### config.mk
export PLATFORM = sky130hd
export DESIGN_NAME = ram_parity_scrubber
export DESIGN_NICKNAME = d
export VERILOG_FILES = /design/src/rtl/ram_parity_scrubber.sv
export SDC_FILE = /design/constraint.sdc
export NUM_CORES = 1
export LEC_CHECK = 0
export ABC_CLOCK_PERIOD_IN_PS = 3700
export CORE_MARGIN = 3
export CORE_UTILIZATION = 56
export CTS_CLUSTER_DIAMETER = 30
export DETAILED_ROUTE_END_ITERATION = 10
export PLACE_DENSITY = 0.86
export SKIP_LAST_GASP = 1
export SLEW_MARGIN = 15
export SYNTH_ARGS = -nofsm -noshare
export SYNTH_HDL_FRONTEND = slang
export SYNTH_SLANG_ARGS = --single-unit
### constraint.sdc
create_clock -name clk -period 3.7 [get_ports clk]
set_input_delay 0.37 -clock clk [delete_from_list [all_inputs] [get_ports clk]]
set_output_delay 0.37 -clock clk [all_outputs]
set_load 0.02 [all_outputs]
### src/rtl/ram_parity_scrubber.sv
// Background integrity sweeper for a parity-extended RAM read port: walks an address range,
// checks even parity and the address echo of every word, and queues failing addresses.
module ram_parity_scrubber #(
  parameter int unsigned DATA_WIDTH = 8,
  parameter int unsigned ADDR_WIDTH = 8,
  parameter int unsigned CNT_WIDTH  = 8,
  parameter int unsigned ERR_DEPTH  = 4
) (
  input  logic                  clk,
  input  logic                  reset,
  input  logic                  start,
  input  logic [ADDR_WIDTH-1:0] lo_addr,
  input  logic [ADDR_WIDTH-1:0] hi_addr,
  output logic [ADDR_WIDTH-1:0] ram_addr,
  output logic                  ram_we,
  output logic [DATA_WIDTH-1:0] ram_data_in,
  input  logic [DATA_WIDTH:0]   ram_data_out,
  input  logic [ADDR_WIDTH-1:0] ram_addr_out,
  output logic                  busy,
  output logic                  done,
  output logic [CNT_WIDTH-1:0]  err_count,
  output logic                  err_valid,
  output logic [ADDR_WIDTH-1:0] err_addr,
  output logic [1:0]            err_kind,
  input  logic                  err_pop,
  output logic                  err_overflow
);

  localparam int unsigned PtrW = $clog2(ERR_DEPTH);

  typedef enum logic [1:0] {StIdle, StSweep, StDrain} state_e;

  state_e                state_q, state_d;
  logic [ADDR_WIDTH-1:0] ram_addr_q, ram_addr_d;
  logic [ADDR_WIDTH-1:0] hi_q, hi_d;
  logic                  done_q, done_d;
  logic [CNT_WIDTH-1:0]  cnt_q, cnt_d;
  logic                  ovf_q, ovf_d;
  logic [PtrW:0]         wr_ptr_q, wr_ptr_d;
  logic [PtrW:0]         rd_ptr_q, rd_ptr_d;
  logic [ADDR_WIDTH-1:0] fifo_addr_q [ERR_DEPTH];
  logic [1:0]            fifo_kind_q [ERR_DEPTH];

  logic                  check_en;
  logic                  clr_stats;
  logic                  parity_err;
  logic                  addr_err;
  logic                  word_err;
  logic                  fifo_empty;
  logic                  fifo_full;
  logic                  pop;
  logic                  push;
  logic [ADDR_WIDTH-1:0] addr_inc;

  // The word on ram_data_out belongs to the address presented during the previous cycle,
  // which is still held in ram_addr_q at the checking edge.
  assign parity_err = ^ram_data_out;
  assign addr_err   = (ram_addr_out != ram_addr_q);
  assign word_err   = check_en & (parity_err | addr_err);
  assign addr_inc   = ram_addr_q + ADDR_WIDTH'(1);

  assign fifo_empty = (wr_ptr_q == rd_ptr_q);
  assign fifo_full  = (wr_ptr_q[PtrW] != rd_ptr_q[PtrW]) &&
                      (wr_ptr_q[PtrW-1:0] == rd_ptr_q[PtrW-1:0]);
  assign pop        = err_pop & ~fifo_empty;
  // A pop in the same cycle frees the slot the push needs.
  assign push       = word_err & (~fifo_full | pop);

  always_comb begin
    state_d    = state_q;
    ram_addr_d = ram_addr_q;
    hi_d       = hi_q;
    done_d     = 1'b0;
    check_en   = 1'b0;
    clr_stats  = 1'b0;
    case (state_q)
      StIdle: begin
        if (start) begin
          ram_addr_d = lo_addr;
          hi_d       = hi_addr;
          clr_stats  = 1'b1;
          state_d    = StSweep;
        end
      end
      StSweep: begin
        // Only reachable with ram_addr_q == hi_q when lo == hi: the single word is checked in
        // StDrain.
        if (ram_addr_q == hi_q) begin
          state_d = StDrain;
        end else begin
          check_en   = 1'b1;
          ram_addr_d = addr_inc;
          if (addr_inc == hi_q) begin
            state_d = StDrain;
          end
        end
      end
      StDrain: begin
        check_en = 1'b1;
        done_d   = 1'b1;
        state_d  = StIdle;
      end
      default: begin
        state_d = StIdle;
      end
    endcase
  end

  always_comb begin
    cnt_d    = cnt_q;
    ovf_d    = ovf_q;
    wr_ptr_d = wr_ptr_q;
    rd_ptr_d = rd_ptr_q;
    if (clr_stats) begin
      cnt_d = '0;
      ovf_d = 1'b0;
    end else if (word_err) begin
      if (cnt_q != {CNT_WIDTH{1'b1}}) begin
        cnt_d = cnt_q + CNT_WIDTH'(1);
      end
      if (!push) begin
        ovf_d = 1'b1;
      end
    end
    if (push) begin
      wr_ptr_d = wr_ptr_q + (PtrW + 1)'(1);
    end
    if (pop) begin
      rd_ptr_d = rd_ptr_q + (PtrW + 1)'(1);
    end
  end

  always_ff @(posedge clk) begin
    if (reset) begin
      state_q    <= StIdle;
      ram_addr_q <= '0;
      hi_q       <= '0;
      done_q     <= 1'b0;
      cnt_q      <= '0;
      ovf_q      <= 1'b0;
      wr_ptr_q   <= '0;
      rd_ptr_q   <= '0;
    end else begin
      state_q    <= state_d;
      ram_addr_q <= ram_addr_d;
      hi_q       <= hi_d;
      done_q     <= done_d;
      cnt_q      <= cnt_d;
      ovf_q      <= ovf_d;
      wr_ptr_q   <= wr_ptr_d;
      rd_ptr_q   <= rd_ptr_d;
    end
  end

  // Queue storage needs no reset; the pointers define what is valid.
  always_ff @(posedge clk) begin
    if (push) begin
      fifo_addr_q[wr_ptr_q[PtrW-1:0]] <= ram_addr_q;
      fifo_kind_q[wr_ptr_q[PtrW-1:0]] <= {addr_err, parity_err};
    end
  end

  assign ram_addr     = ram_addr_q;
  assign ram_we       = 1'b1;
  assign ram_data_in  = '0;
  assign busy         = (state_q != StIdle);
  assign done         = done_q;
  assign err_count    = cnt_q;
  assign err_valid    = ~fifo_empty;
  assign err_addr     = fifo_empty ? '0 : fifo_addr_q[rd_ptr_q[PtrW-1:0]];
  assign err_kind     = fifo_empty ? 2'b00 : fifo_kind_q[rd_ptr_q[PtrW-1:0]];
  assign err_overflow = ovf_q;

endmodule

==> qor.yml <==
run_status:
  status: "completed"
cts:
  hold_buffers: 0
  clk_latency_ns: 0.35
  cts_setup_buffers: 0
  cts-root-buf: "clkbuf_8"
  clock_path_buffers: 2
  clkTransAtPathRegs_ns: 0.07
  post_cts_resize_count: 0
  cts_tree: "built"
  cts_max_level: 3
  cts_buffers: 9
  cts.sinks: 76
routing:
  antenna_left: 0
  firstDrtPassIters: 4
  drc: 0
  viasPerCell: 5.75
  post_drt_wl_per_cell_um: 16.9
  via_count: 2719
  drtIter0Drc: 162
  drt_wl_total_mm: 7.97
floorplanning:
  row_count: 29
  die_x_um: 88.1
  io_pins: 76
  initial_core_util_pct: 58.7
  core_sq_mm: 0.00642
  die_h_um: 88.1
  die-area_sq_mm: 0.00775
worst_hold_path:
  min_path_type: "flip-flop to flip-flop"
  worstHoldEndpoint: "hi_q[6]"
  holdPathStages: 2
  worstHoldStart: "hi_q[6]"
global_route:
  grt_pass1_wl_mm: 12.7
  grt-ovfl-total: 0
  grt_max_degree: 31
  gr-usage-all-layers_pct: 21.4
  grt_pass1_vias: 2690
  antenna_found_initial: 0
synthesis:
  syn_inst: 333
  synth_area_leaders: "edfxtp_1 32%, dfxtp_1 19%, mux4_2 6.0%"
  yosys-top-cells-count: "40 x edfxtp_1, 36 x dfxtp_1, 26 x nand2_1"
  synth_enable_flop_cells: 40
  synth_compound_area_share_pct: 10.9
  yosysTopAreaCell: "edfxtp_1"
  yosys_warnings: 0
  synthSimpleGateAreaFrac_pct: 13.1
  syn_area_sq_mm: 0.00377
  async_flop_share_pct: 0
  synth_top_area_share_pct: 31.9
  avgSynthCellArea_sq_um: 11.3
  synth_most_common_cell: "edfxtp_1"
  synth_cell_type_count: 53
  synth-adder-area-share_pct: 3.65
  synth_mux_area_share_pct: 7.60
  synth_top_family_by_area: "simple AND/OR/NAND/NOR gates"
  synthFlopType: "edfxtp_1"
  ys_ff_latch: 76
  synthXorXnorAreaFrac_pct: 8.66
  ys_seq_area_share_pct: 51.0
setup_path:
  cp.arrival_ns: 2.86
  r2r_slack_ns: 0.85
  cp_slowest_stage_delay_ns: 0.49
  path_class: "input pin to flip-flop"
  r2r_start: "ram_addr[4]"
  cp_cell_sequence: "clkdlybuf4s50_1, xnor2_1, xnor3_1, xnor2_2, o221ai_2, nor2_1, and2_1"
  cp_num_buf_inv: 1
  reg2reg_to: "fifo_addr_q[0][6]"
  path_max_fanout: 15
  cp.required_ns: 3.69
  cp-end-kind: "flip-flop"
  cp_top_family: "XOR/XNOR gates"
  reg2regPathDepth: 6
  crit_path_top_delay_cell: "and2_1"
  cp-start-kind: "input pin"
cells_and_area:
  post-route-util_pct: 71.6
  seq_area_sq_mm: 0.00192
  nFillCells: 453
  area_growth_pct: 21.9
  fin_nets: 441
  drive_above_1_share_pct: 7.07
  diodes: 0
  multiInputGateArea_sq_mm: 0.00169
timing:
  relSlewSlack_pct: 28.0
  slew_violations: 0
  finalWorstSetupSlack_ns: 0.825
  worst_slew_pin_slew_ns: 1.08
  period_needed_ns: 2.88
  fin_setup_tns_ns: 0
  rsz0062_at_grt: "no"
  clock.fmax_ghz: 0.348
  worst_hold_slack_ns: 0.470
  finalCritPeriodShare_pct: 77.7
  finalHoldViolations: 0
  finalSetupViolations: 0
  clock_skew_ns: 0.00417
place:
  pre_cts_ws_ns: 0.468
  dpl.hpwl_mm: 5.75
  io_buffers: 66
  gp_congestion: 0.858
power_and_ir_drop:
  leakage_uw: 0.00160
  peakVddDrop_mv: 0.359
  powerDensity_mw_per_mm2: 686
run:
  maxCapViolCount: 0
[worst min-delay path: cells and delay by family (launching register included)]
family / cells / cell delay, ns
flip-flops: 1 / 0.32
AO/OA/AOI/OAI: 1 / 0.05
AND/OR/NAND/NOR: 1 / 0.05
[worst max path at each step]
stage,start,end,depth (start not counted)
2_1_floorplan,ram_data_out[2],wr_ptr_q[2],6
3_3_place_gp,ram_data_out[2],fifo_addr_q[1][3],7
6_report,ram_data_out[5],fifo_addr_q[0][6],7
5_1_grt,ram_data_out[2],fifo_kind_q[0][0],7
4_1_cts,ram_data_out[5],fifo_kind_q[0][0],7
3_5_place_dp,ram_data_out[5],fifo_addr_q[0][0],7
[logic make-up after synthesis]
group	after synthesis
compound gates	60
fa+ha+maj	11
buf+inv	38
flops	76
mux	16
xor+xnor	34
simple gates	96
other cells	2
[layer usage]
| metal | global-route usage, % | vias to the layer above | wire [um] |
|---|---|---|---|
| met5 | 0 | - | 0 |
| met4 | 9.20 | 0 | 142 |
| met3 | 3.29 | 13 | 449 |
| met2 | 35.5 | 108 | 3950 |
| met1 | 27.9 | 1280 | 3430 |
| li1 | - | 1318 | - |
[power by group]
group	switching, uW	internal (uW)	total [uW]
Clock	280	295	575
Combinational	726	615	1340
Sequential	184	1050	1240
[sequential cells by signal (all words and copies together), names as in the netlist, 2 cells and up, named ones only]
signal,flops
rd_ptr_q,3
wr_ptr_q,3
hi_q,8
state_q,2
fifo_kind_q,8
err_count,8
ram_addr,8
fifo_addr_q,32
[stage by stage]
stage	cells	power (uW)	instance area, sq um
global placement	459	2540	4430
finish	473	3150	4600
detailed placement	459	2590	4430
floorplan	340	2140	3800
global route	473	3330	4600
CTS	473	3170	4600
[cell usage in the layout, fill, tap and decap left out, drive strengths merged, types with 10 or more instances in the layout]
master / count
nor2: 18
nand2: 26
edfxtp: 40
clkdlybuf4s50: 66
inv: 13
xnor2: 19
dfxtp: 36
mux4: 10
ha: 11
a21oi: 19
xor2: 14
nor2b: 13
[layout make-up]
class | count | share of cell area (%)
flip-flops and latches | 76 | 41.8
multi-input cells | 226 | 36.8
repair buffers | 67 | 14.5
clock buffers | 9 | 2.70
well taps | 77 | 2.10
inverters | 13 | 1.06
clock inverters | 5 | 0.980
No activity file was read; power rests on OpenSTA's default activity.
